File: src/rtl/image_pkg.sv
// image_pkg: shared image geometry, pixel width, framing bytes and pix_tx state encoding.
// S_CRC exists only when PIX_TX_FRAME_SUM_EN is defined.
package image_pkg;
   localparam int IMG_W = 50;
   localparam int IMG_H = 40;
   localparam int PIX_W = 12;
   localparam int ADDR_W_DEF = 15;
   localparam logic [7:0] HDR0_DEF = 8'hAA;
   localparam logic [7:0] HDR1_DEF = 8'h55;
   typedef enum logic [3:0] {
      IDLE    = 4'd0,
      S_HDR0  = 4'd1,
      S_HDR1  = 4'd2,
      RD_REQ  = 4'd3,
      RD_WAIT = 4'd4,
      S_HI    = 4'd5,
      S_LO    = 4'd6,
      S_CHK   = 4'd7,
`ifdef PIX_TX_FRAME_SUM_EN
      S_CRC   = 4'd8,
`endif
      FIN     = 4'd9
   } state_t;
   function automatic logic is_tx(state_t s);
`ifdef PIX_TX_FRAME_SUM_EN
      return s inside {S_HDR0, S_HDR1, S_HI, S_LO, S_CHK, S_CRC};
`else
      return s inside {S_HDR0, S_HDR1, S_HI, S_LO, S_CHK};
`endif
   endfunction
endpackage

File: src/rtl/pix_tx_if.sv
// pix_tx_if: start/abort control, SPRAM read port and uart_tx byte handshake of pix_tx.
interface pix_tx_if #(parameter int ADDR_W = 15) ();
   import image_pkg::*;
   logic              i_start;
   logic              i_abort;
   logic              i_grant;
   logic              o_spram_ce;
   logic [ADDR_W-1:0] o_spram_addr;
   logic [PIX_W-1:0]  i_spram_dout;
   logic [7:0]        o_tx_data;
   logic              o_tx_valid;
   logic              i_tx_done;
   logic              o_busy;
   logic              o_done;
   modport master (
      input  i_start, i_abort, i_grant, i_spram_dout, i_tx_done,
      output o_spram_ce, o_spram_addr, o_tx_data, o_tx_valid, o_busy, o_done
   );
   modport slave (
      output i_start, i_abort, i_grant, i_spram_dout, i_tx_done,
      input  o_spram_ce, o_spram_addr, o_tx_data, o_tx_valid, o_busy, o_done
   );
endinterface

File: src/rtl/tx_byte_hs.sv
// tx_byte_hs: one-cycle valid pulse per loaded byte, then busy until uart_tx reports done.
module tx_byte_hs (
   input  logic       i_clk_sys,
   input  logic       i_rst,
   input  logic       i_clr,
   input  logic       i_load,
   input  logic [7:0] i_byte,
   input  logic       i_tx_done,
   output logic [7:0] o_tx_data,
   output logic       o_tx_valid,
   output logic       o_busy
);
   logic       valid_q;
   logic       wait_q;
   logic [7:0] data_q;
   // wait_q only arms after the valid cycle, so a done coincident with valid is ignored
   always_ff @(posedge i_clk_sys or posedge i_rst)
      if (i_rst) begin
         valid_q <= 1'b0;
         wait_q  <= 1'b0;
         data_q  <= '0;
      end else begin
         valid_q <= i_load & ~i_clr;
         wait_q  <= ~i_clr & (valid_q | (wait_q & ~i_tx_done));
         if (i_load) data_q <= i_byte;
      end
   assign o_tx_data  = data_q;
   assign o_tx_valid = valid_q;
   assign o_busy     = valid_q | wait_q;
endmodule

File: src/rtl/pix_tx.sv
// pix_tx: reads a W x H frame from SPRAM and streams header, pixel byte pairs and row XOR bytes to uart_tx.
// Defining PIX_TX_FRAME_SUM_EN appends a wrapping 8-bit sum of all pixel bytes after the last row.
module pix_tx
   import image_pkg::*;
#(
   parameter int         W      = IMG_W,
   parameter int         H      = IMG_H,
   parameter int         ADDR_W = ADDR_W_DEF,
   parameter logic [7:0] HDR0   = HDR0_DEF,
   parameter logic [7:0] HDR1   = HDR1_DEF
) (
   input logic      i_clk_sys,
   input logic      i_rst,
   pix_tx_if.master bus
);
   localparam int CW = $clog2(W + 1);
   localparam int RW = $clog2(H + 1);
`ifdef PIX_TX_FRAME_SUM_EN
   localparam state_t LAST = S_CRC;
`else
   localparam state_t LAST = FIN;
`endif
   state_t            state_q, state_d;
   logic [CW-1:0]     col_q, col_d;
   logic [RW-1:0]     row_q, row_d;
   logic [ADDR_W-1:0] idx_q, idx_d;
   logic [PIX_W-1:0]  pix_q, pix_d;
   logic [7:0]        chk_q, chk_d;
   logic [7:0]        byte_s;
   logic              load;
   logic              hs_busy;
   logic              last_col;
   logic              last_row;
`ifdef PIX_TX_FRAME_SUM_EN
   logic [7:0]        sum_q, sum_d;
`endif
   assign last_col = col_q == CW'(W - 1);
   assign last_row = row_q == RW'(H - 1);
   always_comb begin
      state_d = state_q;
      col_d   = col_q;
      row_d   = row_q;
      idx_d   = idx_q;
      pix_d   = pix_q;
      chk_d   = chk_q;
`ifdef PIX_TX_FRAME_SUM_EN
      sum_d   = sum_q;
`endif
      unique case (state_q)
         IDLE: if (bus.i_start) begin
            state_d = S_HDR0;
`ifdef PIX_TX_FRAME_SUM_EN
            sum_d   = '0;
`endif
         end
         S_HDR0:  if (!hs_busy) state_d = S_HDR1;
         S_HDR1:  if (!hs_busy) state_d = RD_REQ;
         RD_REQ:  if (bus.i_grant) state_d = RD_WAIT;
         RD_WAIT: begin
            pix_d   = bus.i_spram_dout;
            state_d = S_HI;
         end
         S_HI:    if (!hs_busy) state_d = S_LO;
         S_LO:    if (!hs_busy) begin
            state_d = last_col ? S_CHK : RD_REQ;
            col_d   = last_col ? col_q : col_q + 1'b1;
            idx_d   = last_col ? idx_q : idx_q + 1'b1;
         end
         S_CHK:   if (!hs_busy) begin
            chk_d   = '0;
            col_d   = '0;
            state_d = last_row ? LAST : RD_REQ;
            row_d   = last_row ? row_q : row_q + 1'b1;
            idx_d   = last_row ? idx_q : idx_q + 1'b1;
         end
`ifdef PIX_TX_FRAME_SUM_EN
         S_CRC:   if (!hs_busy) state_d = FIN;
`endif
         FIN: begin
            state_d = IDLE;
            row_d   = '0;
            idx_d   = '0;
         end
         default: state_d = IDLE;
      endcase
      if (bus.i_abort) begin
         state_d = IDLE;
         col_d   = '0;
         row_d   = '0;
         idx_d   = '0;
         chk_d   = '0;
      end
      // the byte is chosen by the state being entered, so valid rises in that state's first cycle
      byte_s = (state_d == S_HDR0) ? HDR0 :
               (state_d == S_HDR1) ? HDR1 :
               (state_d == S_HI)   ? {4'h0, pix_d[11:8]} :
               (state_d == S_LO)   ? pix_d[7:0] :
`ifdef PIX_TX_FRAME_SUM_EN
               (state_d == S_CRC)  ? sum_q :
`endif
               chk_q;
      load = is_tx(state_d) && (state_d != state_q);
      if (load && (state_d == S_HI || state_d == S_LO)) begin
         chk_d = chk_q ^ byte_s;
`ifdef PIX_TX_FRAME_SUM_EN
         sum_d = sum_q + byte_s;
`endif
      end
   end
   always_ff @(posedge i_clk_sys or posedge i_rst)
      if (i_rst) begin
         state_q <= IDLE;
         col_q   <= '0;
         row_q   <= '0;
         idx_q   <= '0;
         pix_q   <= '0;
         chk_q   <= '0;
`ifdef PIX_TX_FRAME_SUM_EN
         sum_q   <= '0;
`endif
      end else begin
         state_q <= state_d;
         col_q   <= col_d;
         row_q   <= row_d;
         idx_q   <= idx_d;
         pix_q   <= pix_d;
         chk_q   <= chk_d;
`ifdef PIX_TX_FRAME_SUM_EN
         sum_q   <= sum_d;
`endif
      end
   tx_byte_hs u_hs (
      .i_clk_sys  (i_clk_sys),
      .i_rst      (i_rst),
      .i_clr      (bus.i_abort),
      .i_load     (load),
      .i_byte     (byte_s),
      .i_tx_done  (bus.i_tx_done),
      .o_tx_data  (bus.o_tx_data),
      .o_tx_valid (bus.o_tx_valid),
      .o_busy     (hs_busy)
   );
   assign bus.o_spram_ce   = (state_q == RD_REQ) & bus.i_grant & ~bus.i_abort;
   assign bus.o_spram_addr = idx_q;
   assign bus.o_busy       = state_q != IDLE;
   assign bus.o_done       = (state_q == FIN) & ~bus.i_abort;
endmodule

File: src/flat_wrapper.sv
// flat-port wrapper written by rule: the top's interface ports become plain ports
module pix_tx_flat import image_pkg::*;
#(
   parameter int         W      = IMG_W,
   parameter int         H      = IMG_H,
   parameter int         ADDR_W = ADDR_W_DEF,
   parameter logic [7:0] HDR0   = HDR0_DEF,
   parameter logic [7:0] HDR1   = HDR1_DEF
)
  (i_clk_sys, i_rst, bus_i_start, bus_i_abort, bus_i_grant, bus_i_spram_dout, bus_i_tx_done, bus_o_spram_ce, bus_o_spram_addr, bus_o_tx_data, bus_o_tx_valid, bus_o_busy, bus_o_done);
  pix_tx_if #(.ADDR_W(ADDR_W)) bus_i ();
  input logic i_clk_sys;
  input logic i_rst;
  input wire logic [$bits(bus_i.i_start)-1:0] bus_i_start;
  input wire logic [$bits(bus_i.i_abort)-1:0] bus_i_abort;
  input wire logic [$bits(bus_i.i_grant)-1:0] bus_i_grant;
  input wire logic [$bits(bus_i.i_spram_dout)-1:0] bus_i_spram_dout;
  input wire logic [$bits(bus_i.i_tx_done)-1:0] bus_i_tx_done;
  output wire logic [$bits(bus_i.o_spram_ce)-1:0] bus_o_spram_ce;
  output wire logic [$bits(bus_i.o_spram_addr)-1:0] bus_o_spram_addr;
  output wire logic [$bits(bus_i.o_tx_data)-1:0] bus_o_tx_data;
  output wire logic [$bits(bus_i.o_tx_valid)-1:0] bus_o_tx_valid;
  output wire logic [$bits(bus_i.o_busy)-1:0] bus_o_busy;
  output wire logic [$bits(bus_i.o_done)-1:0] bus_o_done;
  assign bus_i.i_start = bus_i_start;
  assign bus_i.i_abort = bus_i_abort;
  assign bus_i.i_grant = bus_i_grant;
  assign bus_i.i_spram_dout = bus_i_spram_dout;
  assign bus_i.i_tx_done = bus_i_tx_done;
  assign bus_o_spram_ce = bus_i.o_spram_ce;
  assign bus_o_spram_addr = bus_i.o_spram_addr;
  assign bus_o_tx_data = bus_i.o_tx_data;
  assign bus_o_tx_valid = bus_i.o_tx_valid;
  assign bus_o_busy = bus_i.o_busy;
  assign bus_o_done = bus_i.o_done;
  pix_tx #(.W(W), .H(H), .ADDR_W(ADDR_W), .HDR0(HDR0), .HDR1(HDR1)) u_core (.i_clk_sys(i_clk_sys), .i_rst(i_rst), .bus(bus_i));
endmodule
File: config.mk
export PLATFORM = sky130hd
export DESIGN_NAME = pix_tx_flat
export DESIGN_NICKNAME = d
export VERILOG_FILES = /design/src/rtl/image_pkg.sv /design/src/rtl/pix_tx_if.sv /design/src/rtl/tx_byte_hs.sv /design/src/rtl/pix_tx.sv /design/src/flat_wrapper.sv
export SDC_FILE = /design/constraint.sdc
export NUM_CORES = 1
export LEC_CHECK = 0
export ABC_AREA = 1
export BUFFER_PORTS_ARGS = -buffer_cell sky130_fd_sc_hd__buf_2
export CELL_PAD_IN_SITES_DETAIL_PLACEMENT = 1
export CELL_PAD_IN_SITES_GLOBAL_PLACEMENT = 1
export CORE_MARGIN = 5
export CORE_UTILIZATION = 44
export CTS_BUF_LIST = sky130_fd_sc_hd__clkbuf_8
export CTS_CLUSTER_SIZE = 30
export DETAILED_ROUTE_END_ITERATION = 6
export PLACE_DENSITY = 0.83
export SYNTH_ARGS = -nofsm -noshare
export SYNTH_HDL_FRONTEND = slang
export SYNTH_SLANG_ARGS = --single-unit
File: constraint.sdc
create_clock -name i_clk_sys -period 2.5 [get_ports i_clk_sys]
set_clock_uncertainty 0.15 [all_clocks]
set_input_delay 0.25 -clock i_clk_sys [delete_from_list [all_inputs] [get_ports i_clk_sys]]
set_output_delay 0.25 -clock i_clk_sys [all_outputs]
set_load 0.05 [all_outputs]
======== Word-level counts from Yosys, hierarchy flattened ========
Index checks and enable logic that the tools add are counted.
W data, S select, Z words.
cells by class
  add/subtract/negate cells ............... 3
  eq/ne operators ......................... 21
  multiplexer cells ....................... 35
  bitwise logic cells ..................... 11
  reduce and logical (&&, ||, !) cells .... 14
operators with widths
  kind                     count
  $mux W15                 5
  $mux W8                  8
  $pmux W15 S3             1
  $mux W6                  7
  $mux W4                  9
  $pmux W4 S8              1
  $eq A4 B3 Y1 const B     7
  $pmux W6 S2              2
  $add A15 B1 Y15 const B  1
  $ne A3 B3 Y1 const B     5
  $add A6 B1 Y6 const B    2
  $eq A4 B2 Y1 const B     3
  $eq A6 B6 Y1 const B     2
  $mux W12                 1
  $reduce_bool A3 Y1       3
  $eq A4 B1 Y1 const B     2
  $reduce_bool A4 Y1       2
  $xor A8 B8 Y8            1
  $and A1 B1 Y1            6
  $reduce_and A5 Y1        1
  $reduce_bool A5 Y1       1
  $eq A4 B4 Y1 const B     1
  $logic_not A4 Y1         1
  $ne A4 B4 Y1             1
  8 further kinds          11
storage, ports and cells
  bits in registers ....................... 61
  output and inout port bits .............. 27

======== Depth between registers and ports, before layout ========
Gate-level depths: netlist (run 1).
  depth in word-level cells ............... 12
  mapped depth ............................ 20

======== Hierarchy ========
Synthesis (run 1) repeated with hierarchy kept, for this count alone.
second synthesis, totals
  cells, all modules ...................... 493
  area, all modules ....................... 3589.7 sq um
modules (own cells, without submodules)
  module      times used  cells each  area each (sq um)  seq. area each (sq um)
  pix_tx      1           448         3200.6             1276.2
  tx_byte_hs  1           45          389.1              250.2

======== Worst setup path after synthesis (run 1) ========
Ideal clock, no wire load.
  path type ............................... reg2reg
  from .................................... register u_core.idx_q[0] (netlist: u_core.bus.o_spram_addr[0])
  to ...................................... register u_core.idx_q[12] (netlist: u_core.bus.o_spram_addr[12])
  arrival time ............................ 2005 ps
  required time ........................... 2225 ps
  setup slack ............................. 220 ps
  cell stages (with the launch flop) ...... 13
  path buffers ............................ 0
  period minus slack after synthesis ...... 2280 ps
  cell sequence ........................... dfrtp_1 ha_1 inv_1 nor3_1 nand2_1 nor2_1 inv_1 nor2_1 inv_1 nor3_2 inv_1 nor3_1 nor3_1
on the way
  word-level cells in the longest chain between the ends .. 5
  elaborated cells on any way between the ends .. 7
RTL lines
  item                         RTL line                    RTL
  start: declaration           pix_tx.sv:26                logic [ADDR_W-1:0] idx_q, idx_d;
  start signal: assignment     pix_tx.sv:125               idx_q <= idx_d;
  $add A15 B1 Y15 *            pix_tx.sv:67, pix_tx.sv:74
  $mux W15 (on tied branches)  pix_tx.sv:74, pix_tx.sv:67
  $mux W15 (on tied branches)  pix_tx.sv:69, pix_tx.sv:64
  $pmux W15 S3 *               pix_tx.sv:49                unique case (state_q)
  $mux W15 *                   pix_tx.sv:86                if (bus.i_abort) begin
Mark *: on every way between the ends. The rest lies on a longest branch, timed or not. The select of a mux whose other input is x is not followed.
A chain may end at the register's enable or synchronous reset.

======== Final worst setup path (run 1) ========
  from .................................... register u_core.row_q[0]
  to ...................................... register u_core.u_hs.data_q[6] (netlist: u_core.u_hs.o_tx_data[6])
on the way
  word-level cells in the longest chain between the ends .. 10
  elaborated cells on any way between the ends .. 17
RTL lines
  item                      RTL line                       RTL
  start: declaration        pix_tx.sv:25                   logic [RW-1:0] row_q, row_d;
  start signal: assignment  pix_tx.sv:124                  row_q <= row_d;
  $eq A6 B6 Y1 *            pix_tx.sv:38                   assign last_row = row_q == RW'(H - 1);
  $mux W4 *                 pix_tx.sv:72                   state_d = last_row ? LAST : RD_REQ;
  $mux W4 *                 pix_tx.sv:69                   S_CHK: if (!hs_busy) begin
  $pmux W4 S8 *             pix_tx.sv:49
  $mux W4 *                 pix_tx.sv:86
  $eq A4 B3 Y1              image_pkg.sv:28, pix_tx.sv:97
  $mux W8                   pix_tx.sv:97                   (state_d == S_LO) ? pix_d[7:0] :
  $mux W8                   pix_tx.sv:96                   (state_d == S_HI) ? {4'h0, pix_d[11:8]} :
  $mux W8                   pix_tx.sv:95                   (state_d == S_HDR1) ? HDR1 :
  $mux W8                   pix_tx.sv:94                   byte_s = (state_d == S_HDR0) ? HDR0 :
  end signal: assignment    tx_byte_hs.sv:25               if (i_load) data_q <= i_byte;
  end: declaration          tx_byte_hs.sv:15               logic [7:0] data_q;
Mark *: on every way between the ends. The rest lies on a longest branch, timed or not.

==> metrics, run 1 <==
HPWL after DPL=7050 um; min cycle time layout=2350 ps; Max stage delay on crit path=360 ps; nets=573; drt wl/cell=roughly 15 um; Total GRT Usage=0.201; vias per inst=5.15; Filler cells=1,015; max_slew headroom=0.588; Core ar.=7770 sq um; post-layout instance area=approximately 4300 sq um; Psw=1560 uW; row cnt=32; Area Growth Syn to Fin=21.1%; port buffer count=44; Die H=~100 um; switching share of power=0.445; Worst Max-Slew Pin Slew=a little over 600 ps; Hold Violations, Final=0; combinational share of power=0.407; Pre-antenna DRT Iters=4; Power, Total=3510 uW; FF+latch count, synth=61; clk_lat worst skew=350 ps; DR iter-0 viols=63; LEAKAGE=0.00231 uW; status=finished clean; first-pass GRT wire length=approximately 16,000 um; Routed Antenna Nets=0; Worst Path Arrival=2450 ps; Clock Power Share=0.230; final core occ=0.551; final wirelength=roughly 10000 um; Buf/Inv on CP=2; Residual DRC=0; layout cell share with drive strength beyond 1=0.230; worst hold path class=input pin to register; critical path capture point type=register; Max clock buf depth=2; Yosys cell types=37; sequential share of power=0.363; most used cell, CP=nand2_1; largest net degree at the start of global routing=37; Cell Area, Placed=~3900 sq um; CP Data Required Time=around 2600 ps; Reg clk slew, reported paths=80 ps; critical path class=register to register; CTS tree=yes; die width=between 90 and 100 um; Pins Over Slew Limit=0; CP max stage cell=dfrtp_1; via count=3,388; Startpoint Class=register; internal power=1950 uW; Synth async-reset ratio=1.00; yosys warns=0; CTS root buf=clkbuf_8; Die ar.=9930 sq um; H-tree Lvls=3; critical path cell sequence=ha_2, nand2_2, nor2_2, nand3_2, nand2_1, nand2_1, nand2_1, nand2_4, nor3_4, clkinv_4, nand2_2, o21ai_4, buf_6, nand2_1, o21ai_1; Peak supply drop=just under 0.6 mV; multi-input logic area=1730 sq um; sequential cell area=around 1500 sq um; Top-Level Pins=45; initial antenna violation count=0; Crit Path Max Fanout=10; post-synthesis cell area=between 3000 and 4000 sq um; EDFF count, synth=0; Final period util=0.942; syn avg cell area=7.28 sq um; final setup fails=0; number of diodes=0; grt ovf=0; max_cap viols=0; dominant synthesized flop cell=dfrtp_1; register area share after synthesis=0.432; Starting Density=0.455; Pwr Density=820 nW/um^2; vias in the first global route=3,567; Routability Congestion=0.796; fmax=425 MHz; TritonCTS buffer count=9; syn_nets=~510; Crit path max-delay family=simple AND/OR/NAND/NOR gates; Clock Sinks=61; cell count after synthesis=486
-- cells in the final DEF (no fill, tap or decap), drive strengths merged --
cell type,Yosys,layout
inv,89,89
nand3b,1,1
ha,4,4
nand4,9,9
xor2,1,1
a211oi,1,1
a31oi,2,2
clkinv,2,8
o31ai,1,1
dfrtp,61,61
nor3,12,12
a22oi,1,1
nand2,158,158
mux2,4,4
o221a,1,1
o21ai,28,28
nor3b,2,2
nor2,35,35
buf,2,54
dlygate4sd3,0,4
clkbuf,3,9
clkinvlp,0,2
nand3,47,47
a2bb2oi,1,1
o21a,5,5
a21oi,16,16
-- cell type report --
type | instances | area share
Tap cell | 102 | 0.0298
Timing Repair inverter | 1 | 0.00146
Sequential cell | 61 | 0.357
Clock inverter | 7 | 0.0120
Clock buffer | 9 | 0.0289
Multi-Input combinational cell | 329 | 0.405
Timing Repair Buffer | 58 | 0.0821
Inverter | 91 | 0.0833
-- metrics by stage --
step / hold slack, ps / TNS (ps) / cells / setup slack [ps]
floorplan: 172 / 0 / 486 / 220
global placement: 199 / 0 / 633 / 151
detailed placement: 211 / -45.9 / 633 / -23.7
CTS: 0.602 / 0 / 653 / 13.9
global route: -4.35 / -105 / 658 / -39.8
finish: 8.86 / 0 / 658 / 146
-- cell families after synthesis --
family	share of synthesized area
simple gates	0.341
buf+inv	0.106
flops	0.432
compound gates	0.0917
mux	0.0127
fa+ha+maj	0.0142
xor+xnor	0.00248
-- cells in the mapped netlist, drive strengths merged (2+ instances only) --
master / n / area share
clkbuf: 3 / 0.0032
o21ai: 28 / 0.041
a31oi: 2 / 0.0035
nor3: 12 / 0.020
ha: 4 / 0.014
nand2: 158 / 0.18
dfrtp: 61 / 0.43
mux2: 4 / 0.013
nor2: 35 / 0.047
buf: 2 / 0.0064
nand3: 47 / 0.071
a21oi: 16 / 0.023
inv: 89 / 0.094
clkinv: 2 / 0.0021
nor3b: 2 / 0.0057
o21a: 5 / 0.013
nand4: 9 / 0.018
-- power by group through the flow --
stage                     clock, uW  sequential [uW]  combinational (uW)
after floorplan                   0             1420                 826
after global placement            0             1280                1230
after detailed placement          0             1290                1280
after CTS                       818             1270                1300
after global routing            870             1300                1570
final                           807             1280                1430
-- timing repair --
action	CTS	global route
hold buffers	4	0
pin swaps	0	3
gates resized for setup	2	32
endpoints found under the hold margin	28	0
setup endpoints to repair	5	24
buffers inserted	0	4
cloned	0	1
-- final timing paths --
check                           cells past startpoint  slack (ps)                          end                      from
worst min register to register                      2         350     u_core.u_hs.o_tx_data[2]  u_core.u_hs.o_tx_data[2]
worst max register to register                     15         150     u_core.u_hs.o_tx_data[6]           u_core.row_q[0]
worst min-delay path                                2           9             u_core.pix_q[10]      bus_i_spram_dout[10]
worst max-delay path                               15         150     u_core.u_hs.o_tx_data[6]           u_core.row_q[0]
max in group asynchronous                           4        1200            u_core.state_q[3]                     i_rst
min in group asynchronous                           3         370  u_core.bus.o_spram_addr[10]                     i_rst
-- registers in the layout, indices dropped and copies added, names as in the netlist --
signal,count
u_core.u_hs.wait_q,1
u_core.u_hs.o_tx_data,8
u_core.pix_q,12
u_core.col_q,6
u_core.chk_q,8
u_core.row_q,6
u_core.state_q,4
u_core.bus.o_spram_addr,15
u_core.u_hs.o_tx_valid,1
-- per-layer routing --
metal / vias up / GRT usage / part of all wire
li1: 1668 / - / -
met1: 1659 / 0.245 / 0.44
met2: 47 / 0.358 / 0.51
met3: 14 / 0.0337 / 0.036
met4: 0 / 0.0693 / 0.016
met5: - / 0 / 0
No activity file was read; power rests on OpenSTA's default activity.
==> run 2, diff against run 1 <==
--- a/config.mk
+++ b/config.mk
@@ -9,6 +9,7 @@
 export BUFFER_PORTS_ARGS = -buffer_cell sky130_fd_sc_hd__buf_2
 export CELL_PAD_IN_SITES_DETAIL_PLACEMENT = 1
 export CELL_PAD_IN_SITES_GLOBAL_PLACEMENT = 1
+export CORE_ASPECT_RATIO = 1.4
 export CORE_MARGIN = 5
 export CORE_UTILIZATION = 44
 export CTS_BUF_LIST = sky130_fd_sc_hd__clkbuf_8
==> run 2 against run 1 <==
Non-clock buffer count grew 3. Hold slack gained 4.7 ps. Largest cell class unchanged. First-iteration DRC count rose to 2.6 times the previous value. Critical path depth down 1. Total power rose by 3.0%. Largest power group unchanged. Combinational power increased by 9%. Worst setup slack worse by 120 ps.
==> metrics, run 2 (same netlist as run 1, synthesis figures left out) <==
status=finished clean (unchanged); fmax=404 MHz (was 425 MHz); min cycle time layout=2470 ps (was 2350 ps); HPWL after DPL=7690 um (was 7050 um); vias in the first global route=3,673 (was 3,567); fin cells=656 (was 658); Final period util=0.989 (was 0.942); CTS root buf=clkbuf_8 (unchanged); final core occ=0.554 (was 0.551); TritonCTS buffer count=9 (unchanged); layout cell share with drive strength beyond 1=0.241 (was 0.230); Residual DRC=0 (unchanged); Worst Max-Slew Pin Slew=612 ps (was 618 ps); Routability Congestion=0.867 (was 0.796); LEAKAGE=0.00234 uW (was 0.00231 uW); DR iter-0 viols=163 (was 63); Routed Antenna Nets=0 (unchanged); Reg clk slew, reported paths=60 ps (was 80 ps); initial antenna violation count=0 (unchanged); commonest non-fill, non-tap cell in the layout=nand2_1 (unchanged); critical path capture point type=register (unchanged); largest net degree at the start of global routing=38 (was 37); max FFs per register=15 (unchanged); smallest setup slack after layout=27.3 ps (was 146 ps); vias per inst=5.28 (was 5.15); Startpoint Class=register (unchanged); Pwr Density=837 nW/um^2 (was 820 nW/um^2); multi-input logic area=1750 sq um (was 1730 sq um); Clock Sinks=61 (unchanged); Die ar.=9950 sq um (was 9930 sq um); via count=3,462 (was 3,388); Peak supply drop=0.580 mV (was 0.581 mV); worst hold path class=input pin to register (unchanged); Core ar.=7800 sq um (was 7770 sq um); Pins Over Slew Limit=0 (unchanged); sequential cell area=1530 sq um (unchanged); number of diodes=0 (unchanged); Total GRT Usage=0.215 (was 0.201); max_slew headroom=0.591 (was 0.588); Area Growth Syn to Fin=22.2% (was 21.1%); final wirelength=10,700 um (was 9810 um); H-tree Lvls=3 (unchanged); CP Data Required Time=2580 ps (was 2590 ps); Max clock buf depth=2 (unchanged); Pre-antenna DRT Iters=4 (unchanged); Hold Violations, Final=0 (unchanged); die width=85.8 um (was 99.6 um); drt wl/cell=16.3 um (was 14.9 um); Top-Level Pins=45 (unchanged); final setup fails=0 (unchanged); Crit Path Max Fanout=8 (was 10); Starting Density=0.453 (was 0.455); critical path class=register to register (unchanged); first-pass GRT wire length=16,800 um (was 16,300 um); dpl cells=634 (was 633); DP Worst Slack=14.2 ps (was -23.7 ps); Die H=116 um (was 99.6 um); nets=575 (was 573); Setup TNS=0 ps (unchanged); most frequent cells in the layout=nand2_1, inv_1, dfrtp_1, buf_2, nand3_1 (unchanged); clk_lat worst skew=350 ps (about the same); max_cap viols=0 (unchanged); row cnt=38 (was 32); CTS tree=yes (unchanged); port buffer count=44 (unchanged); grt ovf=0 (unchanged); Worst Path Arrival=2550 ps (was 2450 ps); Filler cells=1,023 (was 1,015)
## run 2: cell types whose count changed in the layout (fill, tap and decap cells not counted), moves of 2 or more
cell           before  now
clkinvlp_4          2    0
nand2_2             7   12
buf_4               8   10
dlygate4sd3_1       4    2
buf_6               1    3
clkbuf_8            9   11
nand2_1           146  141
nor2_2              6    3
nor2_4              3    5
clkinv_4            4    0
## run 2: repair_timing
item | in CTS | in global routing
endpoints found under the setup margin | 2 | 23
buffers inserted | 0 | 6
resized for setup | 1 | 38
hold endpoints to repair | 25 | 0
hold buffers | 2 | 0
pin swaps | 0 | 6
## run 2: metal layers
layer	part of all wire	track usage
met1	0.37	0.217
met2	0.57	0.418
met3	0.027	0.0455
met4	0.034	0.0961
met5	0	0
## run 2: worst paths after layout
kind | start | end | slack [ps] | depth (start not counted)
setup / recovery | u_core.state_q[0] | u_core.u_hs.o_tx_data[5] | 30 | 14
hold / removal | bus_i_spram_dout[1] | u_core.pix_q[1] | 10 | 2
setup reg to reg | u_core.state_q[0] | u_core.u_hs.o_tx_data[5] | 30 | 14
hold reg to reg | u_core.u_hs.o_tx_data[7] | u_core.u_hs.o_tx_data[7] | 330 | 2
max in group asynchronous | i_rst | u_core.col_q[1] | 1200 | 4
min in group asynchronous | i_rst | u_core.bus.o_spram_addr[1] | 370 | 3
## run 2: worst max-delay path, cell delays in order, from the launching register on
cell and delay [ps]:
dfrtp_2 460, buf_4 160, nor2_1 180, nand3_1 110, nand2_1 90, inv_1 50
nand2_2 120, nand2_4 120, nor3_2 220, bufinv_8 210, nand2_1 110, o21ai_4 80
buf_6 150, nand2_1 60, nand2_1 70
## run 2: where the power goes
group | total (uW) | switching (uW) | internal (uW)
combinational | 1560 | 1050 | 505
sequential | 1280 | 115 | 1170
clock | 775 | 380 | 396
total | 3610 | 1550 | 2070
## run 2: layout make-up
| class | count | share of cell area |
|---|---|---|
| inverters | 91 | 0.0840 |
| clock buffers | 11 | 0.0350 |
| multi-input cells | 329 | 0.405 |
| flip-flops and latches | 61 | 0.354 |
| clock inverters | 3 | 0.00319 |
| well taps | 100 | 0.0290 |
| repair buffers | 61 | 0.0901 |
## run 2: metrics by stage
stage,cell area [sq um],hold slack [ps],power [uW]
global placement,3930,194,2560
global route,4320,3.69,3840
detailed placement,3930,210,2630
CTS,4120,3.20,3420
finish,4320,13.5,3610
floorplan,3540,172,2250
